**src/rtl/btb_update_ctrl.sv**
```systemverilog
// btb_update_ctrl: execute-stage branch resolution, fetch redirect and queued BTB updates
//   clk, reset (sync, active-low)
//   exValid/exBranch/exTaken/exPredicted/exPC/exPredTarget/exTarget : resolved instruction and its fetch prediction
//   mispredict/redirectPC : one-cycle flush pulse with the corrected next PC
//   wrValid/wrReady/wrOp/wrTag/wrTarget : BTB insert(1)/invalidate(0) write port, fed by a 2-entry FIFO
//   branchCount/mispredCount (wrapping), dropCount (saturating) : statistics
module btb_update_ctrl #(
  parameter int W_PC  = 8,
  parameter int W_BTA = 32,
  parameter int W_CNT = 16
) (
  input  logic             clk,
  input  logic             reset,
  input  logic             exValid,
  input  logic             exBranch,
  input  logic             exTaken,
  input  logic             exPredicted,
  input  logic [31:0]      exPC,
  input  logic [W_BTA-1:0] exPredTarget,
  input  logic [W_BTA-1:0] exTarget,
  output logic             mispredict,
  output logic [31:0]      redirectPC,
  output logic             wrValid,
  input  logic             wrReady,
  output logic             wrOp,
  output logic [W_PC-1:0]  wrTag,
  output logic [W_BTA-1:0] wrTarget,
  output logic [W_CNT-1:0] branchCount,
  output logic [W_CNT-1:0] mispredCount,
  output logic [7:0]       dropCount
);
  localparam int W_E = 1 + W_PC + W_BTA;
  typedef enum logic {IDLE, SHADOW} state_t;
  state_t           r_state, w_next;
  logic             w_eval, w_taken_miss, w_nt_miss, w_mis, w_push, w_pop;
  logic [31:0]      w_redir;
  logic [W_E-1:0]   w_entry;
  logic [W_E-1:0]   r_mem [2];
  logic             r_head;
  logic [1:0]       r_cnt;

  always_ff @(posedge clk)
    if (!reset) r_state <= IDLE;
    else r_state <= w_next;

  always_comb w_next = (r_state == IDLE && w_mis) ? SHADOW : IDLE;

  // SHADOW holds the wrong-path instruction behind a flush; it must not be evaluated
  always_comb w_eval = exValid && r_state == IDLE;

  always_comb begin
    w_taken_miss = exBranch & exTaken & (!exPredicted | exPredTarget != exTarget);
    // covers both the not-taken hit and a non-branch hitting an aliased tag
    w_nt_miss    = exPredicted & !(exBranch & exTaken);
    w_mis        = w_eval & (w_taken_miss | w_nt_miss);
    w_redir      = w_taken_miss ? 32'(exTarget) : exPC + 32'd4;
    w_entry      = w_taken_miss ? {1'b1, exPC[W_PC-1:0], exTarget} : {1'b0, exPC[W_PC-1:0], {W_BTA{1'b0}}};
    w_pop        = wrValid & wrReady;
    w_push       = w_mis & (!r_cnt[1] | w_pop);
  end

  assign wrValid = r_cnt != 2'd0;
  assign {wrOp, wrTag, wrTarget} = wrValid ? r_mem[r_head] : '0;

  // tail = head + count (mod 2); at count 2 with a pop this reuses the slot being freed
  always_ff @(posedge clk)
    if (w_push) r_mem[r_head ^ r_cnt[0]] <= w_entry;

  always_ff @(posedge clk)
    if (!reset) begin
      r_head <= 1'b0;
      r_cnt  <= 2'd0;
    end else begin
      if (w_pop) r_head <= ~r_head;
      r_cnt <= r_cnt + {1'b0, w_push} - {1'b0, w_pop};
    end

  always_ff @(posedge clk)
    if (!reset) begin
      mispredict   <= 1'b0;
      redirectPC   <= '0;
      branchCount  <= '0;
      mispredCount <= '0;
      dropCount    <= '0;
    end else begin
      mispredict   <= w_mis;
      if (w_mis) redirectPC <= w_redir;
      branchCount  <= branchCount + W_CNT'(w_eval & exBranch);
      mispredCount <= mispredCount + W_CNT'(w_mis);
      if (w_mis && !w_push && dropCount != 8'hFF) dropCount <= dropCount + 8'd1;
    end
endmodule
```
**config.mk**
```make
export PLATFORM = sky130hd
export DESIGN_NAME = btb_update_ctrl
export DESIGN_NICKNAME = d
export VERILOG_FILES = /design/src/rtl/btb_update_ctrl.sv
export SDC_FILE = /design/constraint.sdc
export NUM_CORES = 1
export LEC_CHECK = 0
export CORE_MARGIN = 2
export CORE_UTILIZATION = 43
export DETAILED_ROUTE_END_ITERATION = 16
export GPL_ROUTABILITY_DRIVEN = 1
export PLACE_DENSITY = 0.76
export SETUP_SLACK_MARGIN = 0.15
export SKIP_LAST_GASP = 1
export SLEW_MARGIN = 20
export SYNTH_ARGS = -nofsm -noshare
export SYNTH_HDL_FRONTEND = slang
export SYNTH_SLANG_ARGS = --single-unit
export TNS_END_PERCENT = 30
```
**constraint.sdc**
```tcl
create_clock -name clk -period 5.1 [get_ports clk]
set_input_delay 1.275 -clock clk [delete_from_list [all_inputs] [get_ports clk]]
set_output_delay 1.275 -clock clk [all_outputs]
set_load 0.02 [all_outputs]
```
Word-level counts from Yosys, hierarchy flattened
Memories as Yosys holds them, arrays and structs flattened. A register that Yosys moved wholly into a read port is not among the register bits.
Index checks and enable logic that the tools add are counted.
{"block": "op_classes", "add_sub_neg": 6, "n_eq_ne": 2, "muxes": 8, "bitwise_logic": 13, "n_reduce_logical": 9}
{"op": "$mux 41", "count": 2}
{"op": "$add 16x1->16", "count": 2}
{"op": "$add 32x3->32 const B", "count": 1}
{"op": "$mux 32", "count": 1}
{"op": "$ne 32x32->1", "count": 1}
{"op": "$add 8x1->8 const B", "count": 1}
{"op": "$ne 8x8->1 const B", "count": 1}
{"op": "$and 1x1->1", "count": 7}
{"op": "$mux 1", "count": 5}
{"op": "$logic_and 1x1->1", "count": 4}
{"op": "$logic_not 1->1", "count": 4}
{"op": "$or 1x1->1", "count": 3}
{"op": "$add 2x1->2", "count": 1}
{"op": "$not 1->1", "count": 2}
{"op": "$reduce_bool 2->1", "count": 1}
{"op": "$sub 2x1->2", "count": 1}
{"op": "$xor 1x1->1", "count": 1}
{"block": "word_totals", "ff_bits": 77, "mem_bits_rw": 82, "in_bits": 103, "output_inout_bits": 115, "wordCells": 47, "n_memories": 1}
{"name": "r_mem", "depth": 2, "word_bits": 41, "rd": 1, "rd_ports_with_merged_regs": 1, "wr": 1, "line_no": "38", "text": "logic [W_E-1:0] r_mem [2];"}

Logic depth before layout (Yosys ltp)
Gate-level depths: netlist (run 1).
{"block": "logic_depth", "word_depth": 9, "mapped_depth": 16, "mapped_depth_nobuf": 14}

Worst setup path after synthesis (run 1)
Ideal clock, no wire load.
{"block": "synth_path", "path_kind": "input to register", "start": "input exPredTarget[3]", "end": "memory r_mem[0][0] (netlist name) (enable)", "setup_time_ns": 0.490, "t_arrival_ns": 4.963, "setup_slack_ns": -0.354, "path_stages": 7, "cell_sequence": "xor2_1 nor4_2 nand4_1 nor4_2 or2_1 buf_2 nor3_1"}
{"block": "synth_via", "elab_chain_cells": 8}
{"element": "start, declared", "line_no": "19", "text": "input logic [W_BTA-1:0] exPredTarget,"}
{"element": "$ne 32x32->1", "line_no": "52", "text": "w_taken_miss = exBranch & exTaken & (!exPredicted | exPredTarget != exTarget);"}
{"element": "$or 1x1->1", "line_no": "52"}
{"element": "$and 1x1->1", "line_no": "52"}
{"element": "$or 1x1->1", "line_no": "55", "text": "w_mis = w_eval & (w_taken_miss | w_nt_miss);"}
{"element": "$and 1x1->1", "line_no": "55"}
{"element": "$and 1x1->1", "line_no": "59", "text": "w_push = w_mis & (!r_cnt[1] | w_pop);"}
{"element": "$mux 1", "line_no": "67", "text": "if (w_push) r_mem[r_head ^ r_cnt[0]] <= w_entry;"}
{"element": "$mux 1 (implied by the code)", "line_no": "67"}
{"element": "end, declared", "line_no": "38"}
No other way between the ends.

Worst setup path after layout (run 1)
{"block": "layout_path", "start": "input exTarget[9]", "end": "register mispredCount[14]"}
{"block": "layout_via", "elab_chain_cells": 6}
{"element": "start, declared", "line_no": "20", "text": "input logic [W_BTA-1:0] exTarget,"}
{"element": "$ne 32x32->1", "line_no": "52"}
{"element": "$or 1x1->1", "line_no": "52"}
{"element": "$and 1x1->1", "line_no": "52"}
{"element": "$or 1x1->1", "line_no": "55"}
{"element": "$and 1x1->1", "line_no": "55"}
{"element": "$add 16x1->16", "line_no": "89", "text": "mispredCount <= mispredCount + W_CNT'(w_mis);"}
{"element": "end signal, assigned", "line_no": "89"}
{"element": "end, declared", "line_no": "29", "text": "output logic [W_CNT-1:0] mispredCount,"}
No other way between the ends.
A chain may end at the register's enable or synchronous reset.

==> impl_metrics.env, run 1 <==
export IMPL_synthMuxAreaShare_pct=5.76
export IMPL_critical_path_max_fanout=11
export IMPL_path_common_cell="nand4_1"
export IMPL_cts_setup_buffers=0
export IMPL_grt_pass1_wl_mm=36.0
export IMPL_number_of_synthesized_flops_with_an_enable_pin=82
export IMPL_unrepaired_setup_endpoints_after_global_routing="no"
export IMPL_max_freq_ghz=0.233
export IMPL_post_place_cells=1179
export IMPL_number_of_instances_in_the_synthesized_netlist=764
export IMPL_power_leakage_uw=0.00381
export IMPL_total_wire_length_mm=24.1
export IMPL_tritoncts="built"
export IMPL_maximum_number_of_pins_on_one_net_before_global_route_repair=44
export IMPL_setup_total_negative_slack_ps=0
export IMPL_routed_wire_length_per_instance_um=19.9
export IMPL_ff2ff_setup_slack_ps=2560
export IMPL_synth_top_family_by_area="simple AND/OR/NAND/NOR gates"
export IMPL_required_ps=5420
export IMPL_dp_final_hpwl_mm=17.6
export IMPL_cts_resized_gates=0
export IMPL_synth_top_area_share_pct=31.5
export IMPL_cts_hold_fix_buffers=0
export IMPL_setup_viol_count_final=0
export IMPL_worst_setup_path_start_kind="input port"
export IMPL_portBuffers=217
export IMPL_fraction_of_synthesized_cell_area_in_xor_and_xnor_cells_pct=9.75
export IMPL_cp_top_family="simple AND/OR/NAND/NOR gates"
export IMPL_slew_headroom_pct=24.9
export IMPL_initial_utilization_pct=43.7
export IMPL_synth_seq_cells=160
export IMPL_post_route_cells_drive_above_1_share_pct=6.01
export IMPL_timing_final_hold_violations=0
export IMPL_synth_adder_area_share_pct=1.28
export IMPL_clock_latency_ps=430
export IMPL_synth_compound_area_share_pct=7.49
export IMPL_global_route_overflow_total=0
export IMPL_post_synth_instance_area_um2=7810
export IMPL_synth_async_reset_ratio_pct=0
export IMPL_antenna_violating_nets_post_route=0
export IMPL_cell_variety_after_synth=47
export IMPL_timing_critical_path_slowest_cell_delay_ps=520
export IMPL_worstSetupPathType="input port to flip-flop"
export IMPL_clk_path_buf_depth=2
export IMPL_syn_num_nets=875
export IMPL_finish_net_count=1080
export IMPL_part_of_the_yosys_area_used_for_sequential_elements_pct=51.5
export IMPL_worstPathCellList="clkdlybuf4s50_1 -> xor2_1 -> nor4_1 -> nand4_1 -> nor4_2 -> or2_1 -> inv_2 -> ha_1 -> ha_1 -> and3_1 -> nand4_1 -> nor2_1 -> nand4_1 -> xor2_1 -> nor2_1"
export IMPL_r2r_start="r_state"
export IMPL_power_per_cell_area_nw_per_um2=381
export IMPL_drt_pass1_iterations=5
export IMPL_gp_routability_congestion=0.871
export IMPL_reg2regPathDepth=12
export IMPL_antenna_violations_before_repair=1
export IMPL_post_route_period_util_pct=84.3
export IMPL_detail_route_drc_violations=0
export IMPL_max_vdd_ir_drop_v=0.000273
export IMPL_timing_critical_path_arrival_ps=4620
export IMPL_cts_buffers_inserted=17
export IMPL_total_number_of_placement_rows=49
export IMPL_crit_slowest_cell="clkdlybuf4s50_1"
export IMPL_ios=218
export IMPL_postSynth_topFlopCell="edfxtp_1"
export IMPL_worstPathBufferInverterCount=2
export IMPL_startpoint="exTarget[9]"
export IMPL_vias_per_cell=5.52
export IMPL_result_of_the_run="finished, final reports clean"
export IMPL_worst_setup_path_endpoint="mispredCount[14]"
export IMPL_die_h_um=139
export IMPL_total_power_of_the_final_layout_uw=4120
export IMPL_cell_count_final_fillers_out=1212
export IMPL_finalClockSkew_ps=6.40
export IMPL_cts_root_buffer="clkbuf_16"
export IMPL_synthesis_to_layout_area_growth_pct=38.5
export IMPL_htree_levels=4
export IMPL_clk_transition_reported_paths_ps=70
export IMPL_synthSimpleGateAreaFrac_pct=21.0
export IMPL_floorplan_die_area_um2=19300
export IMPL_floorplan_die_width_um=139
export IMPL_worst_r2r_endpoint="mispredCount[14]"
export IMPL_grt_total_usage_pct=24.5
export IMPL_ys_top_cells_by_area="edfxtp_1 32%, dfxtp_1 20%, mux2i_1 5.8%, xor2_1 5.4%, xnor2_1 4.4%"
export IMPL_worst_path_stages=15
export IMPL_fin_hold_ws_ps=477
export IMPL_syn_mean_instance_area_um2=10.2
export IMPL_placeableCoreArea_um2=17900
export IMPL_dr_total_vias=6693
export IMPL_final_count_of_pins_violating_max_slew=0
export IMPL_number_of_global_route_vias_before_repair=6186
export IMPL_synth_largest_area_cell="edfxtp_1"
export IMPL_timing_worst_slew_pin_value_ps=1130
export IMPL_min_path_type="flip-flop to flip-flop"
export IMPL_drv_cap=0
export IMPL_endpoint_kind="flip-flop"
export IMPL_drt_iter0_markers=528
export IMPL_cts_sinks=160
export IMPL_period_minus_slack_ps=4300
export IMPL_yosys_warnings=0
-- report_power, final --
part	total, uW	internal [uW]	leakage [uW]	switching [uW]
combinational	1220	531	0.00211	687
clock	1310	776	0.000294	537
sequential	1590	1520	0.00141	71.7
-- metrics by stage --
step / util [%] / instance area (um2) / setup slack, ps
4_1_cts: 60.4 / 10800 / 839
3_5_place_dp: 57.0 / 10200 / 388
3_3_place_gp: 57.0 / 10200 / 491
2_1_floorplan: - / 7820 / 893
6_report: 60.5 / 10800 / 800
5_1_grt: 60.4 / 10800 / 545
-- tightest hold or removal path, delay by kind of cell, from the launching register on --
family,cells,cell delay [ps]
compound gates,2,120
flops,1,300
-- worst min-delay path by stage --
stage	slack (ps)	start	endpoint	depth (start not counted)
3_3_place_gp	460	redirectPC[12]	redirectPC[12]	2
4_1_cts	470	redirectPC[12]	redirectPC[12]	2
3_5_place_dp	470	redirectPC[12]	redirectPC[12]	2
2_1_floorplan	500	r_cnt[1]	r_cnt[1]	2
5_1_grt	500	redirectPC[2]	redirectPC[2]	2
6_report	480	redirectPC[12]	redirectPC[12]	2
-- per-layer routing --
metal / vias to the layer above / global-route usage, % / wire length, um
met5: - / 0 / 0
met3: 59 / 5.49 / 1860
li1: 3163 / - / -
met2: 298 / 38.2 / 11200
met1: 3173 / 32.1 / 10100
met4: 0 / 12.7 / 1030
-- cells in the final DEF (no fill, tap or decap), types with 14 or more instances in the layout --
cell / netlist / layout
nand4_1: 21 / 21
clkbuf_16: 0 / 17
xor2_1: 48 / 48
and3_1: 42 / 41
nand3_1: 50 / 50
clkdlybuf4s50_1: 0 / 217
mux2i_1: 45 / 45
xnor2_1: 39 / 39
dfxtp_1: 78 / 77
a31oi_1: 22 / 22
o21ai_0: 21 / 21
nor2_1: 89 / 88
nand2_1: 45 / 45
buf_4: 0 / 14
edfxtp_1: 82 / 82
inv_1: 15 / 15
and2_1: 21 / 21
-- Yosys cell counts, types with 5 or more instances --
master,instances
nor2_1,89
edfxtp_1,82
dfxtp_1,78
nand3_1,50
xor2_1,48
mux2i_1,45
nand2_1,45
and3_1,42
xnor2_1,39
clkbuf_1,32
a31oi_1,22
and2_1,21
nand4_1,21
o21ai_0,21
inv_1,15
a22oi_1,13
o221a_1,9
a21oi_1,8
and4_1,8
ha_1,8
buf_1,7
nand2b_1,7
nor3_1,7
nor4_1,5
-- registers in the layout, summed over array words and instances (netlist names), named ones only --
name,flops
r_mem,82
redirectPC,32
branchCount,16
mispredCount,16
dropCount,8
r_cnt,2
mispredict,1
r_head,1
r_state,1
-- final cells by class --
cell class              count  area [um2]
diodes                      1        2.50
multi-input cells         542        3560
well taps                 229         287
repair buffers            231        2280
clock buffers              17         425
inverters                  17        63.8
clock inverters            15         184
fillers                  1514        7080
flip-flops and latches    160        4030
-- logic make-up (layout without fill, tap and decap cells) --
family / count (synthesis) / in the layout
simple gates: 316 / 316
flops: 160 / 160
xor+xnor: 87 / 87
compound gates: 86 / 86
buf+inv: 62 / 280
mux: 45 / 45
fa+ha+maj: 8 / 8
other cells: 0 / 1
(Power assumes the default switching activity.)
==> run 2, diff against run 1 <==
==> constraint.sdc (replaced) <==
create_clock -name clk -period 3.8 [get_ports clk]
set_input_delay 0.95 -clock clk [delete_from_list [all_inputs] [get_ports clk]]
set_output_delay 0.95 -clock clk [all_outputs]
set_load 0.02 [all_outputs]
==> run 2 against run 1 <==
Sequential power is 33% higher. Global-route usage up 0.23 points. Final area rose by 4.6%. Die area unchanged. Clock power is 34% higher. Non-clock buffer count up 54. Clock-buffer cell count stayed put. Power up 36%.
==> impl_metrics.env, run 2 (synthesized netlist as in run 1, its figures left out) <==
export IMPL_result_of_the_run="finished, final reports clean"
export IMPL_finish_net_count=1134
export IMPL_max_freq_ghz=0.282
export IMPL_grt_pass1_wl_mm=36.9
export IMPL_drt_iter0_markers=528
export IMPL_vias_per_cell=5.43
export IMPL_power_per_cell_area_nw_per_um2=497
export IMPL_clk_path_buf_depth=2
export IMPL_clock_latency_ps=430
export IMPL_endpoint_kind="flip-flop"
export IMPL_m1WireLength_mm=10.4
export IMPL_total_power_of_the_final_layout_uw=5630
export IMPL_cts_buffers_inserted=17
export IMPL_htree_levels=4
export IMPL_regArea_um2=4030
export IMPL_worstSetupPathType="input port to flip-flop"
export IMPL_number_of_global_route_vias_before_repair=6400
export IMPL_dp_final_hpwl_mm=18.0
export IMPL_post_route_period_util_pct=93.4
export IMPL_worst_setup_path_start_kind="input port"
export IMPL_worstPathBufferInverterCount=2
export IMPL_layout_cells_most_common_list="215 x clkdlybuf4s50_1, 88 x nor2_1, 82 x edfxtp_1, 77 x dfxtp_1, 62 x buf_4"
export IMPL_power_leakage_uw=0.00411
export IMPL_total_number_of_placement_rows=49
export IMPL_die_h_um=139
export IMPL_dr_total_vias=6873
export IMPL_clk_transition_reported_paths_ps=70
export IMPL_route_top_layer_used="met4"
export IMPL_global_route_overflow_total=0
export IMPL_timing_final_hold_violations=0
export IMPL_multiInputGateArea_um2=3580
export IMPL_cts_root_buffer="clkbuf_16"
export IMPL_grt_total_usage_pct=24.7
export IMPL_cp_top_family="simple AND/OR/NAND/NOR gates"
export IMPL_path_common_cell="nand4_1"
export IMPL_timing_critical_path_arrival_ps=3860
export IMPL_finalClockSkew_ps=9.78
export IMPL_routed_wire_length_per_instance_um=18.9
export IMPL_final_common_cell="clkdlybuf4s50_1"
export IMPL_period_minus_slack_ps=3550
export IMPL_antenna_violations_before_repair=0
export IMPL_initial_utilization_pct=43.7
export IMPL_setup_viol_count_final=0
export IMPL_critical_path_max_fanout=2
export IMPL_cts_sinks=160
export IMPL_drv_cap=0
export IMPL_largest_reg_flops=82
export IMPL_n_fill_cell=1444
export IMPL_floorplan_die_width_um=139
export IMPL_slew_headroom_pct=46.7
export IMPL_post_route_cells_drive_above_1_share_pct=11.3
export IMPL_ios=218
export IMPL_gp_routability_congestion=0.898
export IMPL_placeableCoreArea_um2=17900
export IMPL_timing_worst_slew_pin_value_ps=797
export IMPL_tritoncts="built"
export IMPL_total_wire_length_mm=24.0
export IMPL_final_count_of_pins_violating_max_slew=0
export IMPL_timing_critical_path_slowest_cell_delay_ps=590
export IMPL_required_ps=4110
export IMPL_max_vdd_ir_drop_v=0.000346
export IMPL_maximum_number_of_pins_on_one_net_before_global_route_repair=37
export IMPL_met3_wirelength_mm=1.76
export IMPL_unrepaired_setup_endpoints_after_global_routing="no"
export IMPL_met2WireLength_mm=10.9
export IMPL_synthesis_to_layout_area_growth_pct=44.9
export IMPL_floorplan_die_area_um2=19300
export IMPL_antenna_violating_nets_post_route=0
export IMPL_drt_pass1_iterations=5
export IMPL_cts_hold_fix_buffers=0
export IMPL_min_path_type="flip-flop to flip-flop"
export IMPL_worstPathCellList="clkdlybuf4s50_1 -> nand2b_1 -> nand4_1 -> or4_4 -> nor4_4 -> or2_1 -> inv_2 -> ha_1 -> ha_2 -> and3_1 -> nand4_1 -> nor2_1 -> nand4_1 -> xor2_1 -> nor2_1"
export IMPL_portBuffers=217
export IMPL_detail_route_drc_violations=0
export IMPL_n_antenna_cell=0
export IMPL_fin_hold_ws_ps=488
export IMPL_crit_slowest_cell="or4_4"
==> run 2: layout make-up <==
class / instances / area share (%)
sequential: 160 / 35.5
multi-input combinational: 542 / 31.6
timing repair buffer: 285 / 24.4
clock buffer: 17 / 3.76
tap: 229 / 2.53
clock inverter: 15 / 1.59
inverter: 17 / 0.564
==> run 2: worst paths after layout <==
path / from / to / slack [ps] / cells after the start
max: exPredTarget[1] / mispredCount[14] / 250 / 15
min reg2reg: redirectPC[2] / redirectPC[2] / 490 / 2
min: redirectPC[2] / redirectPC[2] / 490 / 2
max reg2reg: r_cnt[1] / r_cnt[1] / 1490 / 10
==> run 2: per-stage QoR <==
step	instance area (um2)	instances	utilization (%)	setup TNS (ps)	setup WS, ps
after floorplan	7830	764	-	0	212
final	11300	1265	63.3	0	250
after detailed placement	10700	1231	59.6	-5170	-310
after global routing	11300	1265	63.3	0	153
after CTS	11300	1264	63.1	0	153
after global placement	10700	1231	59.6	-4350	-260
==> run 2: report_power, final <==
| part | switching (uW) | internal [uW] | total, uW |
|---|---|---|---|
| Sequential | 84.8 | 2040 | 2120 |
| Combinational | 958 | 786 | 1740 |
| Clock | 719 | 1040 | 1760 |
==> run 2: worst min-delay path: stages, from the launching register on <==
cell and delay, ps:
dfxtp_1 310, o21ai_0 70, a21oi_1 60
==> run 2: timing repair <==
action,4_1_cts,5_1_grt
setup buffers,1,1
resized for setup,2,4
endpoints found under the setup margin,2,22
hold endpoints to repair,0,0
pin swaps,2,7
==> run 2: routing by layer <==
metal  track usage [%]  vias to the layer above
met5                 0                        -
li1                  -                     3284
met1              34.1                     3219
met4              11.7                        0
met3              4.77                       55
met2              37.7                      315
==> run 3, diff against run 2 <==
--- a/config.mk
+++ b/config.mk
@@ -6,11 +6,10 @@
 export NUM_CORES = 1
 export LEC_CHECK = 0
 export CORE_MARGIN = 2
-export CORE_UTILIZATION = 43
+export CORE_UTILIZATION = 44
 export DETAILED_ROUTE_END_ITERATION = 16
 export GPL_ROUTABILITY_DRIVEN = 1
-export PLACE_DENSITY = 0.76
-export SETUP_SLACK_MARGIN = 0.15
+export PLACE_DENSITY = 0.77
 export SKIP_LAST_GASP = 1
 export SLEW_MARGIN = 20
 export SYNTH_ARGS = -nofsm -noshare
==> run 3 against run 2 <==
First-iteration DRC count increased by 0.57%. Sequential share of layout area increased by 0.11 points. Flip-flop and latch count unchanged. Critical path depth increased by 1. Clock power decreased by 5%. Final area decreased by 0.30%. Largest power group unchanged. Routed wire length decreased by 0.13%. Sequential power about the same. Utilization increased by 1.8 points.
==> impl_metrics.env, run 3 (synthesized netlist as in run 1, its figures left out) <==
export IMPL_result_of_the_run="finished, final reports clean"
export IMPL_clk_transition_reported_paths_ps=70
export IMPL_drt_pass1_iterations=5
export IMPL_finish_net_count=1136
export IMPL_gp_routability_congestion=0.867
export IMPL_final_common_cell="clkdlybuf4s50_1"
export IMPL_global_route_overflow_total=0
export IMPL_vias_per_cell=5.48
export IMPL_portBuffers=217
export IMPL_dpl_worst_slack_ps=-418
export IMPL_placeableCoreArea_um2=17400
export IMPL_largest_reg_flops=82
export IMPL_dp_final_hpwl_mm=18.0
export IMPL_total_number_of_placement_rows=48
export IMPL_post_route_worst_setup_slack_ps=190
export IMPL_antenna_violating_nets_post_route=0
export IMPL_floorplan_die_width_um=137
export IMPL_finalClockSkew_ps=10.6
export IMPL_required_ps=4120
export IMPL_timing_worst_slew_pin_value_ps=752
export IMPL_power_per_cell_area_nw_per_um2=491
export IMPL_floorplan_die_area_um2=18800
export IMPL_period_minus_slack_ps=3610
export IMPL_timing_critical_path_slowest_cell_delay_ps=460
export IMPL_r2r_start="r_state"
export IMPL_hold_start="redirectPC[12]"
export IMPL_die_h_um=137
export IMPL_unrepaired_setup_endpoints_after_global_routing="no"
export IMPL_grt_pass1_wl_mm=35.6
export IMPL_placement_cell_area_um2=10700
export IMPL_post_route_cells_drive_above_1_share_pct=11.6
export IMPL_cts_sinks=160
export IMPL_cell_count_final_fillers_out=1264
export IMPL_startpoint="exTarget[10]"
export IMPL_post_route_period_util_pct=95.0
export IMPL_power_leakage_uw=0.00409
export IMPL_critical_path_max_fanout=2
export IMPL_detail_route_drc_violations=0
export IMPL_final_count_of_pins_violating_max_slew=0
export IMPL_max_vdd_ir_drop_v=0.000330
export IMPL_design_area_um2=11300
export IMPL_crit_slowest_cell="clkdlybuf4s50_1"
export IMPL_cts_root_buffer="clkbuf_16"
export IMPL_initial_utilization_pct=45.0
export IMPL_number_of_global_route_vias_before_repair=6558
export IMPL_post_place_cells=1231
export IMPL_dr_total_vias=6924
export IMPL_tritoncts="built"
export IMPL_maximum_number_of_pins_on_one_net_before_global_route_repair=42
export IMPL_cts_buffers_inserted=17
export IMPL_synthesis_to_layout_area_growth_pct=44.5
export IMPL_timing_critical_path_arrival_ps=3930
export IMPL_slew_headroom_pct=49.8
export IMPL_worst_setup_path_start_kind="input port"
export IMPL_timing_final_hold_violations=0
export IMPL_min_path_type="flip-flop to flip-flop"
export IMPL_worstSetupPathType="input port to flip-flop"
export IMPL_setup_viol_count_final=0
export IMPL_max_freq_ghz=0.277
export IMPL_drv_cap=0
export IMPL_ios=218
export IMPL_path_common_cell="nand4_1"
export IMPL_grt_total_usage_pct=25.3
export IMPL_drt_iter0_markers=531
export IMPL_antenna_violations_before_repair=0
export IMPL_worstPathCellList="clkdlybuf4s50_1 -> xor2_1 -> nor4_2 -> nand4_1 -> buf_4 -> nor4_4 -> or2_1 -> inv_2 -> ha_1 -> ha_1 -> and3_1 -> nand4_1 -> nor2_1 -> nand4_1 -> xor2_1 -> nor2_1"
export IMPL_clock_latency_ps=430
export IMPL_htree_levels=4
export IMPL_layout_cells_most_common_list="217 x clkdlybuf4s50_1, 88 x nor2_1, 82 x edfxtp_1, 77 x dfxtp_1, 65 x buf_4"
export IMPL_routed_wire_length_per_instance_um=18.9
export IMPL_clk_path_buf_depth=2
export IMPL_total_wire_length_mm=23.9
export IMPL_endpoint_kind="flip-flop"
[run 3: path summary, 6_finish.rpt]
path	to	slack [ps]	cells past startpoint
max	mispredCount[14]	190	16
min	redirectPC[12]	490	2
max reg2reg	mispredCount[14]	1570	12
min reg2reg	redirectPC[12]	490	2
[run 3: report_power, final]
group | internal (uW) | total, uW | switching, uW
registers | 2040 | 2110 | 69.2
clock network | 921 | 1670 | 746
logic | 797 | 1760 | 967
total | 3760 | 5540 | 1780
[run 3: layout make-up]
| cell class | count | area, um2 |
|---|---|---|
| tap | 225 | 282 |
| fill | 1372 | 6070 |
| sequential | 160 | 4030 |
| inverter | 17 | 63.8 |
| clock inverter | 15 | 151 |
| timing repair buffer | 287 | 2760 |
| clock buffer | 17 | 425 |
| multi-input combinational | 542 | 3580 |
| antenna | 1 | 2.50 |
[run 3: worst max-delay path: cells and delay by family]
family                     cells  cell delay (ps)
xor gates and xnor gates       2              310
adders and majority gates      2              390
buffers and inverters          3              690
and+or+nand+nor                9             1570
[run 3: what timing repair did]
action	in CTS	in global routing
pin swaps	0	1
setup buffers	0	0
hold buffers	0	0
setup endpoints to repair	2	3
gates resized for setup	1	2
[run 3: per-stage QoR]
stage | hold WS [ps] | total power [uW] | setup TNS, ps | utilization [%]
after detailed placement | 489 | 3910 | -7420 | 61.6
final | 495 | 5540 | 0 | 65.0
after floorplan | 499 | 3030 | 0 | -
after global routing | 520 | 5770 | 0 | 65.0
after global placement | 470 | 3880 | -8770 | 61.6
after CTS | 501 | 5570 | 0 | 64.9
[run 3: layer usage]
layer / share of wire (%) / up-vias / track usage, %
li1: - / 3274 / -
met1: 41 / 3257 / 32.2
met2: 45 / 337 / 39.0
met3: 10 / 56 / 8.06
met4: 3.8 / 0 / 12.0
met5: 0 / - / 0
